File: src/rtl/sdram_cmd_sequencer_if.sv
// mcu-facing opcode/address bundle plus the SDRAM command pins driven by the sequencer.
interface sdram_cmd_sequencer_if #(
   parameter int ROW_W = 13,
   parameter int COL_W = 9,
   parameter int BA_W  = 2
);
   logic [2:0]       opcode;
   logic [ROW_W-1:0] row;
   logic [COL_W-1:0] col;
   logic [BA_W-1:0]  bank;
   logic             idle;
   logic             cke;
   logic             cs_n;
   logic             ras_n;
   logic             cas_n;
   logic             we_n;
   logic [BA_W-1:0]  ba;
   logic [ROW_W-1:0] a;
   logic             dqm;
   logic             wr_ready;
   logic             rd_valid;

   modport master (
      output opcode, row, col, bank,
      input  idle, cke, cs_n, ras_n, cas_n, we_n, ba, a, dqm, wr_ready, rd_valid
   );

   modport slave (
      input  opcode, row, col, bank,
      output idle, cke, cs_n, ras_n, cas_n, we_n, ba, a, dqm, wr_ready, rd_valid
   );
endinterface

File: src/rtl/sdram_cmd_sequencer.sv
// Expands mcu opcodes into timed SDRAM commands; outputs are registered one cycle behind the FSM state.
// idle is the only backpressure (opcodes ignored while busy). Define SEQ_PROTOCOL_CHECK_EN for a sticky err output.
module sdram_cmd_sequencer #(
   parameter int T_INIT    = 16,
   parameter int T_RCD     = 2,
   parameter int T_RP      = 2,
   parameter int T_RFC     = 7,
   parameter int T_MRD     = 2,
   parameter int T_WR      = 2,
   parameter int T_XSR     = 8,
   parameter int CAS_LAT   = 2,
   parameter int BURST_LEN = 8,
   parameter int ROW_W     = 13,
   parameter int COL_W     = 9,
   parameter int BA_W      = 2
) (
   input  logic                 clk,
   input  logic                 n_rst,
   sdram_cmd_sequencer_if.slave bus
`ifdef SEQ_PROTOCOL_CHECK_EN
   ,
   output logic                 err
`endif
);
   localparam int CNT_W = 16;

   localparam logic [3:0] CMD_NOP = 4'b0111;
   localparam logic [3:0] CMD_ACT = 4'b0011;
   localparam logic [3:0] CMD_RD  = 4'b0101;
   localparam logic [3:0] CMD_WR  = 4'b0100;
   localparam logic [3:0] CMD_PRE = 4'b0010;
   localparam logic [3:0] CMD_REF = 4'b0001;
   localparam logic [3:0] CMD_LMR = 4'b0000;

   localparam logic [ROW_W-1:0] MODE_A =
      ROW_W'({3'(CAS_LAT), 1'b0, 3'($clog2(BURST_LEN))});

   typedef enum logic [3:0] {
      UNINIT, INIT_WAIT, INIT_PRE, INIT_REF1, INIT_REF2, INIT_LMR,
      IDLE, ACT, RW, DATA, PRE, REF, SREF, SR_EXIT, WAIT
   } state_t;

   state_t           state, state_n, ret, ret_n, wait_to;
   logic [CNT_W-1:0] cnt, cnt_n, wait_len, beats, data_len;
   logic             wait_go, beat, accept;
   logic [1:0]       op_q;
   logic [ROW_W-1:0] row_q, a_col;
   logic [COL_W-1:0] col_q;
   logic [BA_W-1:0]  bank_q;

   logic             idle_d, cke_d, dqm_d, wr_d, rd_d;
   logic [3:0]       cmd_d;
   logic [BA_W-1:0]  ba_d;
   logic [ROW_W-1:0] a_d;

   // op_q[1] selects write, op_q[0] selects a full burst
   assign accept   = (state == IDLE) && (bus.opcode != 3'd0);
   assign beats    = op_q[0] ? CNT_W'(BURST_LEN) : CNT_W'(1);
   assign data_len = op_q[1] ? (beats - CNT_W'(1) + CNT_W'(T_WR - 1))
                             : (CNT_W'(CAS_LAT - 1) + beats);

   always_comb begin
      a_col     = ROW_W'(col_q);
      a_col[10] = 1'b0;
   end

   always_ff @(posedge clk or negedge n_rst) begin
      if (!n_rst) begin
         state        <= UNINIT;
         ret          <= IDLE;
         cnt          <= '0;
         op_q         <= '0;
         row_q        <= '0;
         col_q        <= '0;
         bank_q       <= '0;
         bus.idle     <= 1'b0;
         bus.cke      <= 1'b0;
         {bus.cs_n, bus.ras_n, bus.cas_n, bus.we_n} <= CMD_NOP;
         bus.ba       <= '0;
         bus.a        <= '0;
         bus.dqm      <= 1'b1;
         bus.wr_ready <= 1'b0;
         bus.rd_valid <= 1'b0;
      end else begin
         state <= state_n;
         ret   <= ret_n;
         cnt   <= cnt_n;
         if (accept) begin
            op_q   <= bus.opcode[1:0];
            row_q  <= bus.row;
            col_q  <= bus.col;
            bank_q <= bus.bank;
         end
         bus.idle     <= idle_d;
         bus.cke      <= cke_d;
         {bus.cs_n, bus.ras_n, bus.cas_n, bus.we_n} <= cmd_d;
         bus.ba       <= ba_d;
         bus.a        <= a_d;
         bus.dqm      <= dqm_d;
         bus.wr_ready <= wr_d;
         bus.rd_valid <= rd_d;
      end
   end

   always_comb begin
      state_n  = state;
      ret_n    = ret;
      cnt_n    = cnt;
      wait_go  = 1'b0;
      wait_len = '0;
      wait_to  = IDLE;
      beat     = 1'b0;
      idle_d   = 1'b0;
      cke_d    = 1'b1;
      cmd_d    = CMD_NOP;
      ba_d     = '0;
      a_d      = '0;
      dqm_d    = 1'b1;
      wr_d     = 1'b0;
      rd_d     = 1'b0;
      unique case (state)
         UNINIT: begin
            cke_d = 1'b0;
            if (bus.opcode == 3'd1) begin
               state_n = INIT_WAIT;
               cnt_n   = CNT_W'(T_INIT - 1);
            end
         end
         INIT_WAIT: begin
            if (cnt == '0) state_n = INIT_PRE;
            else           cnt_n   = cnt - CNT_W'(1);
         end
         INIT_PRE: begin
            cmd_d     = CMD_PRE;
            a_d[10]   = 1'b1;
            wait_go   = 1'b1;
            wait_len  = CNT_W'(T_RP);
            wait_to   = INIT_REF1;
         end
         INIT_REF1: begin
            cmd_d    = CMD_REF;
            wait_go  = 1'b1;
            wait_len = CNT_W'(T_RFC);
            wait_to  = INIT_REF2;
         end
         INIT_REF2: begin
            cmd_d    = CMD_REF;
            wait_go  = 1'b1;
            wait_len = CNT_W'(T_RFC);
            wait_to  = INIT_LMR;
         end
         INIT_LMR: begin
            cmd_d    = CMD_LMR;
            a_d      = MODE_A;
            wait_go  = 1'b1;
            wait_len = CNT_W'(T_MRD);
            wait_to  = IDLE;
         end
         IDLE: begin
            idle_d = 1'b1;
            if (accept) begin
               unique case (bus.opcode)
                  3'd1: begin
                     state_n = INIT_WAIT;
                     cnt_n   = CNT_W'(T_INIT - 1);
                  end
                  3'd2: begin
                     state_n = SREF;
                     cnt_n   = CNT_W'(1);
                  end
                  3'd3:    state_n = REF;
                  default: state_n = ACT;
               endcase
            end
         end
         ACT: begin
            cmd_d    = CMD_ACT;
            ba_d     = bank_q;
            a_d      = row_q;
            wait_go  = 1'b1;
            wait_len = CNT_W'(T_RCD);
            wait_to  = RW;
         end
         RW: begin
            cmd_d = op_q[1] ? CMD_WR : CMD_RD;
            ba_d  = bank_q;
            a_d   = a_col;
            if (op_q[1]) begin
               wr_d  = 1'b1;
               dqm_d = 1'b0;
            end
            if (data_len == '0) begin
               state_n = PRE;
            end else begin
               state_n = DATA;
               cnt_n   = data_len - CNT_W'(1);
            end
         end
         // writes: beats first, then the write-recovery gap; reads: CAS gap first, then beats
         DATA: begin
            ba_d = bank_q;
            if (op_q[1]) begin
               beat = (cnt >= CNT_W'(T_WR - 1));
               wr_d = beat;
            end else begin
               beat = (cnt < beats);
               rd_d = beat;
            end
            dqm_d = ~beat;
            if (cnt == '0) state_n = PRE;
            else           cnt_n   = cnt - CNT_W'(1);
         end
         PRE: begin
            cmd_d    = CMD_PRE;
            ba_d     = bank_q;
            a_d[10]  = 1'b1;
            wait_go  = 1'b1;
            wait_len = CNT_W'(T_RP);
            wait_to  = IDLE;
         end
         REF: begin
            cmd_d    = CMD_REF;
            wait_go  = 1'b1;
            wait_len = CNT_W'(T_RFC);
            wait_to  = IDLE;
         end
         SREF: begin
            cke_d = 1'b0;
            if (cnt != '0) cmd_d = CMD_REF;
            cnt_n = '0;
            if (bus.opcode != 3'd2) begin
               state_n = SR_EXIT;
               cnt_n   = CNT_W'(T_XSR - 1);
            end
         end
         SR_EXIT: begin
            if (cnt == '0) state_n = IDLE;
            else           cnt_n   = cnt - CNT_W'(1);
         end
         WAIT: begin
            if (cnt == '0) state_n = ret;
            else           cnt_n   = cnt - CNT_W'(1);
         end
         default: state_n = UNINIT;
      endcase
      // one-cycle command states pad out to their timing parameter through WAIT
      if (wait_go) begin
         if (wait_len > CNT_W'(1)) begin
            state_n = WAIT;
            cnt_n   = wait_len - CNT_W'(2);
            ret_n   = wait_to;
         end else begin
            state_n = wait_to;
         end
      end
   end

`ifdef SEQ_PROTOCOL_CHECK_EN
   always_ff @(posedge clk or negedge n_rst) begin
      if (!n_rst) begin
         err <= 1'b0;
      end else if (((state == UNINIT) && (bus.opcode >= 3'd2)) ||
                   ((state == SREF) && (bus.opcode >= 3'd4))) begin
         err <= 1'b1;
      end
   end
`endif
endmodule

File: src/flat_wrapper.sv
// flat-port wrapper written by rule: the top's interface ports become plain ports
module sdram_cmd_sequencer_flat 
#(
   parameter int T_INIT    = 16,
   parameter int T_RCD     = 2,
   parameter int T_RP      = 2,
   parameter int T_RFC     = 7,
   parameter int T_MRD     = 2,
   parameter int T_WR      = 2,
   parameter int T_XSR     = 8,
   parameter int CAS_LAT   = 2,
   parameter int BURST_LEN = 8,
   parameter int ROW_W     = 13,
   parameter int COL_W     = 9,
   parameter int BA_W      = 2
)
  (clk, n_rst, bus_opcode, bus_row, bus_col, bus_bank, bus_idle, bus_cke, bus_cs_n, bus_ras_n, bus_cas_n, bus_we_n, bus_ba, bus_a, bus_dqm, bus_wr_ready, bus_rd_valid);
  sdram_cmd_sequencer_if #(.ROW_W(ROW_W), .COL_W(COL_W), .BA_W(BA_W)) bus_i ();
  input  logic clk;
  input  logic n_rst;
  input wire logic [$bits(bus_i.opcode)-1:0] bus_opcode;
  input wire logic [$bits(bus_i.row)-1:0] bus_row;
  input wire logic [$bits(bus_i.col)-1:0] bus_col;
  input wire logic [$bits(bus_i.bank)-1:0] bus_bank;
  output wire logic [$bits(bus_i.idle)-1:0] bus_idle;
  output wire logic [$bits(bus_i.cke)-1:0] bus_cke;
  output wire logic [$bits(bus_i.cs_n)-1:0] bus_cs_n;
  output wire logic [$bits(bus_i.ras_n)-1:0] bus_ras_n;
  output wire logic [$bits(bus_i.cas_n)-1:0] bus_cas_n;
  output wire logic [$bits(bus_i.we_n)-1:0] bus_we_n;
  output wire logic [$bits(bus_i.ba)-1:0] bus_ba;
  output wire logic [$bits(bus_i.a)-1:0] bus_a;
  output wire logic [$bits(bus_i.dqm)-1:0] bus_dqm;
  output wire logic [$bits(bus_i.wr_ready)-1:0] bus_wr_ready;
  output wire logic [$bits(bus_i.rd_valid)-1:0] bus_rd_valid;
  assign bus_i.opcode = bus_opcode;
  assign bus_i.row = bus_row;
  assign bus_i.col = bus_col;
  assign bus_i.bank = bus_bank;
  assign bus_idle = bus_i.idle;
  assign bus_cke = bus_i.cke;
  assign bus_cs_n = bus_i.cs_n;
  assign bus_ras_n = bus_i.ras_n;
  assign bus_cas_n = bus_i.cas_n;
  assign bus_we_n = bus_i.we_n;
  assign bus_ba = bus_i.ba;
  assign bus_a = bus_i.a;
  assign bus_dqm = bus_i.dqm;
  assign bus_wr_ready = bus_i.wr_ready;
  assign bus_rd_valid = bus_i.rd_valid;
  sdram_cmd_sequencer #(.T_INIT(T_INIT), .T_RCD(T_RCD), .T_RP(T_RP), .T_RFC(T_RFC), .T_MRD(T_MRD), .T_WR(T_WR), .T_XSR(T_XSR), .CAS_LAT(CAS_LAT), .BURST_LEN(BURST_LEN), .ROW_W(ROW_W), .COL_W(COL_W), .BA_W(BA_W)) u_core (.clk(clk), .n_rst(n_rst), .bus(bus_i));
endmodule
File: config.mk
export PLATFORM = sky130hd
export DESIGN_NAME = sdram_cmd_sequencer_flat
export DESIGN_NICKNAME = d
export VERILOG_FILES = /design/src/rtl/sdram_cmd_sequencer_if.sv /design/src/rtl/sdram_cmd_sequencer.sv /design/src/flat_wrapper.sv
export SDC_FILE = /design/constraint.sdc
export NUM_CORES = 1
export LEC_CHECK = 0
export BUFFER_PORTS_ARGS = -buffer_cell sky130_fd_sc_hd__buf_4
export CELL_PAD_IN_SITES_DETAIL_PLACEMENT = 0
export CELL_PAD_IN_SITES_GLOBAL_PLACEMENT = 1
export CORE_ASPECT_RATIO = 0.8
export CORE_MARGIN = 3
export CORE_UTILIZATION = 44
export CTS_BUF_LIST = sky130_fd_sc_hd__clkbuf_8 sky130_fd_sc_hd__clkbuf_16
export DETAILED_ROUTE_END_ITERATION = 7
export GPL_ROUTABILITY_DRIVEN = 0
export PLACE_DENSITY_LB_ADDON = 0.1
export SYNTH_ARGS = -nofsm -noshare
export SYNTH_HDL_FRONTEND = slang
export SYNTH_SLANG_ARGS = --single-unit
File: constraint.sdc
create_clock -name clk -period 2.87 [get_ports clk]
set_input_delay 0.287 -clock clk [delete_from_list [all_inputs] [get_ports clk]]
set_output_delay 0.287 -clock clk [all_outputs]
set_load 0.01 [all_outputs]
==> impl_metrics.json, run 1 <==
{
  "run_status": "complete, no violations",
  "grt_use_met3": 0.0710,
  "boundaryPins": 53,
  "die_y_um": 89.6,
  "final_common_cell": "buf_4",
  "yosysUniqueCellTypes": 63,
  "period_needed_ns": 2.51,
  "fmax_mhz": 399,
  "setup_slack_ns": 0.362,
  "insertion_delay_ns": 0.36,
  "path_class": "reg2reg",
  "grt_busiest_layer": "met2",
  "clock_skew_ns": 0.0102,
  "cts_root_buffer": "clkbuf_8",
  "power_density_nw_per_um2": 1220,
  "cp-end-kind": "flip-flop",
  "drt_first_iter_violations": 177,
  "die_area_um2": 9910,
  "wl_per_cell_um": 17.8,
  "post_synth.cell_area_avg_um2": 9.64,
  "slowest_delay_ns": 0.48,
  "rr_worst_depth": 7,
  "grt_overflow_total": 0,
  "path_max_fanout": 7,
  "cts_tree": "built",
  "dp_slack_ns": 0.408,
  "cp_slowest_cell": "or3b_2",
  "leakage_nw": 2.08,
  "cts_setup_buffers": 0,
  "register_area_um2": 1830,
  "num_vias": 3293,
  "worst_pin_slew_ns": 0.919,
  "grtUsageTotal": 0.217,
  "netlist_area_um2": 3850,
  "via_per_inst": 5.82,
  "die_w_um": 111,
  "cts_resized": 0,
  "synthCells": 399,
  "fillers": 773,
  "grt_use_met2": 0.327,
  "postCtsHoldBufs": 0,
  "nets": 489,
  "clock_sinks": 73,
  "synth-seq-area-share": 0.477,
  "synth_edf_count": 0,
  "grt_pass1_wl_mm": 16.8,
  "layout-drive-gt1-share": 0.273,
  "use_met1": 0.300,
  "reg2reg_slack_ns": 0.36,
  "antenna_found_initial": 0,
  "grt_max_degree": 74,
  "core_area_um2": 8200,
  "h-tree-depth": 3,
  "ys_ff_latch": 73,
  "peakVddDrop_v": 0.000588,
  "async_flop_share": 1.00,
  "hpwl_mm": 7.03,
  "grt_pass1_vias": 3242,
  "critPathRequiredTime_ns": 3.15,
  "period_share": 0.874,
  "drc": 0,
  "ant_nets": 0,
  "multi_input_area_um2": 1860,
  "hold_ws_ns": 0.0461,
  "final_cell_mix": "70 x buf_4, 67 x dfrtp_1, 35 x nor2_1, 34 x o21ai_0, 32 x nand2_1",
  "io_buffers": 51,
  "r2r-start": "u_core.cnt[0]",
  "critPathArrivalTime_ns": 2.79,
  "cp_cell_sequence": "inv_1 -> ha_1 -> or3b_2 -> nor3_1 -> nand3_1 -> a211o_1 -> a41oi_1",
  "power_w": 0.00565,
  "post-route-util": 0.565,
  "grt_setup_unrepaired": "false",
  "ys.flop_type": "dfrtp_1",
  "synth_fp_nets": 435,
  "slew_viol_final": 0,
  "cts_inserted_buffers": 9,
  "cts.clk_slew.worst_paths_ns": 0.08,
  "hold_class": "in2async",
  "r2r_end": "u_core.cnt[1]",
  "ys.warnings.count": 0,
  "hold_viol": 0,
  "drv_cap": 0,
  "clockBufferDepth": 2,
  "slew_headroom": 0.387,
  "setup_viol": 0,
  "initial_core_util": 0.469,
  "firstDrtPassIters": 5,
  "rows": 29,
  "diodes": 0,
  "startpoint_type": "flip-flop",
  "fin_setup_tns_ns": 0,
  "syn_to_final_growth_pct": 20.5,
  "route.final.wire_length_mm": 10.1
}
how the worst max path moves through the flow:
stage | slack [ns] | cells past startpoint | end | start
2_1_floorplan | 0.50 | 8 | u_core.cnt[2] | u_core.cnt[0]
3_3_place_gp | 0.48 | 7 | u_core.cnt[1] | u_core.cnt[0]
3_5_place_dp | 0.41 | 7 | u_core.cnt[1] | u_core.cnt[0]
4_1_cts | 0.40 | 7 | u_core.cnt[1] | u_core.cnt[0]
5_1_grt | 0.19 | 7 | u_core.cnt[1] | u_core.cnt[0]
6_report | 0.36 | 7 | u_core.cnt[1] | u_core.cnt[0]
cells in the mapped netlist (all sizes together) (4+ instances only):
library cell / count / area, um2
o311ai: 6 / 60.1
a31oi: 9 / 56.3
mux2: 24 / 270
nor2: 36 / 138
or2: 4 / 25.0
or3: 4 / 25.0
nand3b: 4 / 30.0
nor3: 15 / 75.1
nor4: 5 / 46.3
o21ai: 34 / 170
a21oi: 28 / 140
nand2: 32 / 120
a22o: 7 / 61.3
and2: 6 / 37.5
o211ai: 4 / 30.0
nor2b: 6 / 37.5
buf: 9 / 48.8
clkbuf: 19 / 71.3
a21o: 4 / 30.0
dfstp: 6 / 158
dfrtp: 67 / 1680
ha: 7 / 87.6
nand3: 6 / 30.0
inv: 9 / 33.8
power breakdown:
part,switching (W),internal [W],leakage (nW)
Combinational,0.00170,0.00126,1.05
Clock,0.000402,0.000509,0.115
Sequential,0.000318,0.00146,0.921
through the flow:
stage / instance area [um2] / cells
2_1_floorplan: 3850 / 399
3_3_place_gp: 4410 / 550
3_5_place_dp: 4410 / 550
4_1_cts: 4630 / 566
5_1_grt: 4630 / 566
6_report: 4630 / 566
worst max-delay path, delay by kind of cell, from the launching register on:
kind,cells,cell delay (ns)
fa+ha+maj,1,0.22
buf+inv,1,0.09
compound gates,2,0.57
flops,1,0.46
simple gates,3,1.09
sequential cells by signal, indices dropped and copies added, names as in the netlist, 2 cells and up:
name,count
u_core.cnt,16
u_core.row_q,13
u_core.op_q,2
u_core.bank_q,2
u_core.bus.a,13
u_core.col_q,9
u_core.state,4
u_core.ret,4
u_core.bus.ba,2
cells by family after synthesis:
logic type / Yosys count / share of synthesized area
muxes: 24 / 0.0703
adders and majority gates: 7 / 0.0228
xor gates and xnor gates: 1 / 0.00228
AOI/OAI and AO/OA: 117 / 0.197
and+or+nand+nor: 139 / 0.190
buffers and inverters: 37 / 0.0400
other: 1 / 0.000975
DFF: 73 / 0.477
layout make-up:
| cell class | instances | share of cell area |
|---|---|---|
| repair buffers | 71 | 0.118 |
| flip-flops and latches | 73 | 0.396 |
| clock buffers | 10 | 0.0297 |
| inverters | 9 | 0.00729 |
| multi-input cells | 289 | 0.402 |
| well taps | 108 | 0.0292 |
| clock inverters | 6 | 0.0181 |
per-layer routing:
layer,vias to the layer above,routed length (um)
met1,1599,4720
li1,1558,-
met4,0,126
met3,12,904
met2,124,4350
met5,-,0
Power figures use the tool's default switching activity.
==> run 2: changes to the inputs <==
==> constraint.sdc (replaced) <==
create_clock -name clk -period 2.6 [get_ports clk]
set_input_delay 0.26 -clock clk [delete_from_list [all_inputs] [get_ports clk]]
set_output_delay 0.26 -clock clk [all_outputs]
set_load 0.01 [all_outputs]
==> run 2 against run 1 <==
  * Power rose by 11%
  * Worst setup slack got worse by 0.22 ns
  * Cell area rose by 0.41%
  * Sequential power rose by 11%
  * Hold slack got worse by 0.040 ns
  * Sequential share of layout area fell by 0.13 points
==> impl_metrics.json, run 2 (same netlist as run 1, synthesis figures left out) <==
{
  "run_status": "complete, no violations",
  "critPathArrivalTime_ns": 2.69,
  "critPathRequiredTime_ns": 2.83,
  "initial_core_util": 0.469,
  "cts_tree": "built",
  "grt_setup_unrepaired": "false",
  "route.met2.wl_mm": 4.39,
  "power_w": 0.00627,
  "worst_pin_slew_ns": 0.941,
  "ant_nets": 0,
  "startpoint_type": "flip-flop",
  "h-tree-depth": 3,
  "fillers": 758,
  "clock_skew_ns": 0.0121,
  "hold_class": "in2async",
  "register_area_um2": 1840,
  "rr_worst_depth": 8,
  "clock_sinks": 73,
  "cts.clk_slew.worst_paths_ns": 0.09,
  "path_class": "reg2reg",
  "reg2reg_slack_ns": 0.15,
  "peakVddDrop_v": 0.000650,
  "largest_register": "u_core.cnt",
  "clockBufferDepth": 2,
  "fin_setup_tns_ns": 0,
  "final_cell_mix": "73 x buf_4, 66 x dfrtp_1, 35 x nor2_1, 34 x o21ai_0, 32 x nand2_1",
  "wl_met3_um": 930,
  "diodes": 0,
  "largest_reg_flops": 16,
  "syn_to_final_growth_pct": 21.0,
  "core_area_um2": 8200,
  "layout-drive-gt1-share": 0.286,
  "num_vias": 3329,
  "grtUsageTotal": 0.219,
  "slew_headroom": 0.373,
  "die_area_um2": 9910,
  "leakage_nw": 2.09,
  "drv_cap": 0,
  "grt_pass1_wl_mm": 17.2,
  "via_per_inst": 5.85,
  "hpwl_mm": 7.08,
  "power_density_nw_per_um2": 1350,
  "final_common_cell": "buf_4",
  "r2r-start": "u_core.cnt[0]",
  "top_regs": "u_core.cnt (16), u_core.bus.a (13), u_core.row_q (13)",
  "wl_per_cell_um": 18.0,
  "slew_viol_final": 0,
  "io_buffers": 51,
  "insertion_delay_ns": 0.37,
  "route.final.wire_length_mm": 10.3,
  "grt_overflow_total": 0,
  "rows": 29,
  "wl_met1_mm": 4.84,
  "period_needed_ns": 2.45,
  "cp-end-kind": "flip-flop",
  "drt_first_iter_violations": 254,
  "setup_viol": 0,
  "die_y_um": 89.6,
  "cts_inserted_buffers": 9,
  "grt_max_degree": 74,
  "hold_viol": 0,
  "boundaryPins": 53,
  "grt_pass1_vias": 3211,
  "routed.top_layer": "met4",
  "fmax_mhz": 408,
  "firstDrtPassIters": 5,
  "period_share": 0.944,
  "multi_input_area_um2": 1870,
  "postCtsHoldBufs": 0,
  "antenna_found_initial": 0,
  "cts_root_buffer": "clkbuf_8",
  "drc": 0,
  "die_w_um": 111,
  "path_max_fanout": 7,
  "r2r_end": "u_core.cnt[2]",
  "nets": 492
}
## run 2: cell types whose count changed in the layout (fill, tap and decap cells not counted), sizes merged
cell / delta
clkinvlp: -1
clkinv: +1
bufinv: -1
buf: +3
inv: +1
## run 2: how the worst max path moves through the flow
| stage | startpoint | end | slack [ns] | depth (start not counted) |
|---|---|---|---|---|
| finish | u_core.cnt[0] | u_core.cnt[2] | 0.15 | 8 |
| global route | u_core.cnt[0] | u_core.cnt[2] | 0.005 | 8 |
| CTS | u_core.cnt[0] | u_core.cnt[2] | 0.14 | 8 |
| detailed placement | u_core.cnt[0] | u_core.cnt[2] | 0.16 | 8 |
| global placement | u_core.cnt[0] | u_core.cnt[1] | 0.22 | 7 |
| floorplan | u_core.cnt[0] | u_core.cnt[2] | 0.23 | 8 |
## run 2: timing repair
| action | in CTS | in global routing |
|---|---|---|
| resized for setup | 0 | 2 |
| hold endpoints to repair | 0 | 0 |
| setup endpoints to repair | 0 | 4 |
| setup buffers | 0 | 0 |
## run 2: worst max-delay path: stages (launching register included)
cell and delay (ns):
dfrtp_2 0.46, inv_1 0.07, ha_1 0.22, or4b_4 0.50, nor4_4 0.26, nor2_2 0.10
a311o_1 0.39, o311ai_2 0.22, o31ai_1 0.12
## run 2: layer usage
metal / GRT usage / up-vias
met3: 0.0683 / 11
met5: 0 / -
met4: 0.0470 / 0
met1: 0.318 / 1619
li1: - / 1576
met2: 0.325 / 123
## run 2: report_power, final
group          internal, W  switching (W)  leakage, nW
registers          0.00161       0.000361        0.919
logic              0.00143        0.00190         1.07
clock network     0.000483       0.000492        0.108
## run 2: cell type report
type	count	area share
timing repair buffer	74	0.122
inverter	9	0.00726
sequential	73	0.394
clock inverter	6	0.0159
multi-input combinational	289	0.402
clock buffer	10	0.0296
tap	108	0.0290
## run 2: metrics by stage
step / setup slack (ns) / cell area [um2] / util / hold WS, ns / std cells
4_1_cts: 0.136 / 4650 / 0.567 / 0.0690 / 569
3_3_place_gp: 0.225 / 4440 / 0.541 / 0.459 / 553
6_report: 0.147 / 4650 / 0.567 / 0.00570 / 569
3_5_place_dp: 0.160 / 4440 / 0.541 / 0.463 / 553
2_1_floorplan: 0.232 / 3850 / - / -0.0356 / 399
5_1_grt: 0.00548 / 4650 / 0.567 / 0.0895 / 569
==> run 3: changes to the inputs <==
--- a/config.mk
+++ b/config.mk
@@ -5,12 +5,14 @@
 export SDC_FILE = /design/constraint.sdc
 export NUM_CORES = 1
 export LEC_CHECK = 0
+export ABC_AREA = 1
+export ABC_CLOCK_PERIOD_IN_PS = 2450
 export BUFFER_PORTS_ARGS = -buffer_cell sky130_fd_sc_hd__buf_4
 export CELL_PAD_IN_SITES_DETAIL_PLACEMENT = 0
 export CELL_PAD_IN_SITES_GLOBAL_PLACEMENT = 1
 export CORE_ASPECT_RATIO = 0.8
 export CORE_MARGIN = 3
-export CORE_UTILIZATION = 44
+export CORE_UTILIZATION = 42
 export CTS_BUF_LIST = sky130_fd_sc_hd__clkbuf_8 sky130_fd_sc_hd__clkbuf_16
 export DETAILED_ROUTE_END_ITERATION = 7
 export GPL_ROUTABILITY_DRIVEN = 0
==> constraint.sdc (replaced) <==
create_clock -name clk -period 2.45 [get_ports clk]
set_input_delay 0.245 -clock clk [delete_from_list [all_inputs] [get_ports clk]]
set_output_delay 0.245 -clock clk [all_outputs]
set_load 0.01 [all_outputs]
==> run 3 against run 2 <==
  * Combinational power up 5%
  * Routed wire length down 1.6%
  * Cell area grew 0.27%
  * Clock skew fell by 0.0048 ns
  * Power grew 11%
  * Clock power up 33%
  * Synthesized cell count increased by 29%
  * Largest cell class is now flip-flops and latches
  * Critical endpoint is now u_core.cnt[9]
  * Die area increased by 5.2%
==> impl_metrics.json, run 3 <==
{
  "run_status": "complete, no violations",
  "p_comb_frac": 0.503,
  "grt_setup_unrepaired": "false",
  "cts_root_buffer": "clkbuf_16",
  "muxShareOfSynthArea": 0,
  "cp_slowest_cell": "dfrtp_1",
  "synth_edf_count": 0,
  "period_needed_ns": 1.93,
  "cts_resized": 0,
  "clockBufferDepth": 2,
  "ys_top_cells_by_count": "180 x nand2_1, 67 x dfrtp_1, 60 x nor2_1",
  "synthSimpleGateAreaFrac": 0.330,
  "yosysUniqueCellTypes": 36,
  "yosys.area_share.adder": 0.0226,
  "ys.warnings.count": 0,
  "fin_setup_tns_ns": 0,
  "cp_cell_sequence": "inv_1 -> ha_1 -> nand2_2 -> nor2_4 -> nand2_1 -> buf_4 -> nand3_1 -> nand3_1 -> a21oi_1",
  "clock_sinks": 73,
  "grt_overflow_total": 0,
  "startpoint_type": "flip-flop",
  "num_vias": 3513,
  "route.final.wire_length_mm": 10.1,
  "top_regs": "u_core.cnt (16), u_core.bus.a (13), u_core.row_q (13)",
  "cts_setup_buffers": 0,
  "cts_inserted_buffers": 9,
  "cts.clk_slew.worst_paths_ns": 0.06,
  "die_area_um2": 10400,
  "die_w_um": 113,
  "p_seq_frac": 0.310,
  "postCtsHoldBufs": 0,
  "antenna_found_initial": 0,
  "drt_first_iter_violations": 276,
  "cts_tree": "built",
  "rows": 30,
  "period_share": 0.787,
  "path_class": "reg2reg",
  "synth_largest_area_cell": "dfrtp_1",
  "synth_top_family_by_area": "simple AND/OR/NAND/NOR gates",
  "synth_fp_nets": 551,
  "design_area_um2": 4670,
  "critPathArrivalTime_ns": 2.18,
  "grt_max_degree": 74,
  "largest_register": "u_core.cnt",
  "setup_viol": 0,
  "power_density_nw_per_um2": 1490,
  "boundaryPins": 53,
  "hold_viol": 0,
  "ant_nets": 0,
  "slowest_delay_ns": 0.40,
  "slew_headroom": 0.380,
  "grt_pass1_vias": 3294,
  "drv_cap": 0,
  "synth-xor-area-share": 0.00678,
  "diodes": 0,
  "leakage_nw": 2.55,
  "final_cell_mix": "180 x nand2_1, 67 x dfrtp_1, 60 x nor2_1, 58 x inv_1, 56 x buf_4",
  "hpwl_mm": 7.29,
  "synth-seq-area-share": 0.473,
  "async_flop_share": 1.00,
  "synth_most_common_cell": "nand2_1",
  "core_area_um2": 8750,
  "largest_reg_flops": 16,
  "grt_pass1_wl_mm": 17.1,
  "worst_pin_slew_ns": 0.931,
  "firstDrtPassIters": 5,
  "synthCells": 515,
  "p_int_w": 0.00376,
  "final_common_cell": "nand2_1",
  "peakVddDrop_v": 0.000664,
  "insertion_delay_ns": 0.33,
  "power.switching_w": 0.00319,
  "ys_ff_latch": 73,
  "path_max_fanout": 11,
  "nets": 609,
  "wl_per_cell_um": 14.6,
  "initial_core_util": 0.443,
  "post_synth.cell_area_avg_um2": 7.53,
  "h-tree-depth": 3,
  "die_y_um": 91.9,
  "grtUsageTotal": 0.208,
  "netlist_area_um2": 3880,
  "io_buffers": 51,
  "critPathRequiredTime_ns": 2.70,
  "synth_compound_area_frac": 0.0907,
  "layout-drive-gt1-share": 0.170,
  "fmax_mhz": 519,
  "ys.flop_type": "dfrtp_1",
  "dpl_cell_area_um2": 4370,
  "cp-end-kind": "flip-flop",
  "synth_area_leaders": "dfrtp_1 43%, nand2_1 17%, nor2_1 5.8%, inv_1 5.3%, dfstp_2 4.1%",
  "syn_to_final_growth_pct": 20.4,
  "via_per_inst": 5.09,
  "synth.top_cell.area_share": 0.433,
  "clock_skew_ns": 0.00729,
  "p_clk_frac": 0.187,
  "hold_class": "in2async",
  "drc": 0,
  "switching_share": 0.460,
  "slew_viol_final": 0,
  "crit_top_cell": "nand3_1"
}
-- run 3: cell types whose count changed after synthesis, moves of 8 or more --
cell	delta
nand2_1	+148
clkbuf_1	-18
a21oi_1	-15
nor2_1	+25
mux2_2	-24
nand3_1	+24
a31oi_1	-8
nand4_1	+11
inv_1	+46
nor3_1	-12
-- run 3: cells by family (layout without fill, tap and decap cells) --
group,count (synthesis),count (layout)
buf+inv,70,133
simple gates,303,303
flops,73,73
compound gates,58,58
fa+ha+maj,7,7
other cells,1,1
xor+xnor,3,3
-- run 3: per-stage QoR --
stage,util,setup slack (ns),hold WS [ns],std cells,power [W]
after floorplan,-,0.826,-0.0506,515,0.00459
after global placement,0.500,0.628,0.444,674,0.00560
after detailed placement,0.500,0.573,0.449,674,0.00563
after CTS,0.533,0.544,0.0867,690,0.00696
after global routing,0.533,0.350,0.101,690,0.00762
final,0.533,0.522,0.0436,690,0.00695
-- run 3: routing by layer --
layer	wire, um	global-route usage	vias up
li1	-	-	1743
met1	5070	0.317	1642
met2	4130	0.289	112
met3	706	0.0495	16
met4	178	0.0621	0
met5	0	0	-
-- run 3: cell type report --
class	count	area, um2
Fill cell	881	4080
Sequential cell	73	1830
Multi-Input combinational cell	372	1750
Timing Repair Buffer	56	420
Clock buffer	10	239
Inverter	61	229
Tap cell	112	140
Clock inverter	6	53.8
-- run 3: power by group through the flow --
stage	Combinational [W]	Sequential, W	Clock [W]
after global routing	0.00400	0.00223	0.00139
after detailed placement	0.00346	0.00217	0
after floorplan	0.00246	0.00213	0
after CTS	0.00348	0.00215	0.00133
final	0.00349	0.00216	0.00130
after global placement	0.00345	0.00215	0
-- run 3: path summary, 6_finish.rpt --
path                                      start          endpoint  slack (ns)  cells after the start
worst max register to register    u_core.cnt[0]     u_core.cnt[9]        0.52                      9
worst min register to register  u_core.row_q[0]   u_core.row_q[0]        0.47                      2
worst min-delay path                      n_rst  u_core.row_q[12]        0.04                      1
min in group clk                     bus_row[3]   u_core.row_q[3]        0.11                      3
worst max-delay path              u_core.cnt[0]     u_core.cnt[9]        0.52                      9
max in group asynchronous                 n_rst    u_core.cnt[11]        1.80                      1
-- run 3: worst max-delay path, delay by kind of cell, from the launching register on --
kind | cells | cell delay [ns]
buffers and inverters | 2 | 0.38
flip-flops | 1 | 0.40
AO/OA/AOI/OAI | 1 | 0.14
AND/OR/NAND/NOR | 5 | 0.65
adder cells (fa/ha/maj) | 1 | 0.28
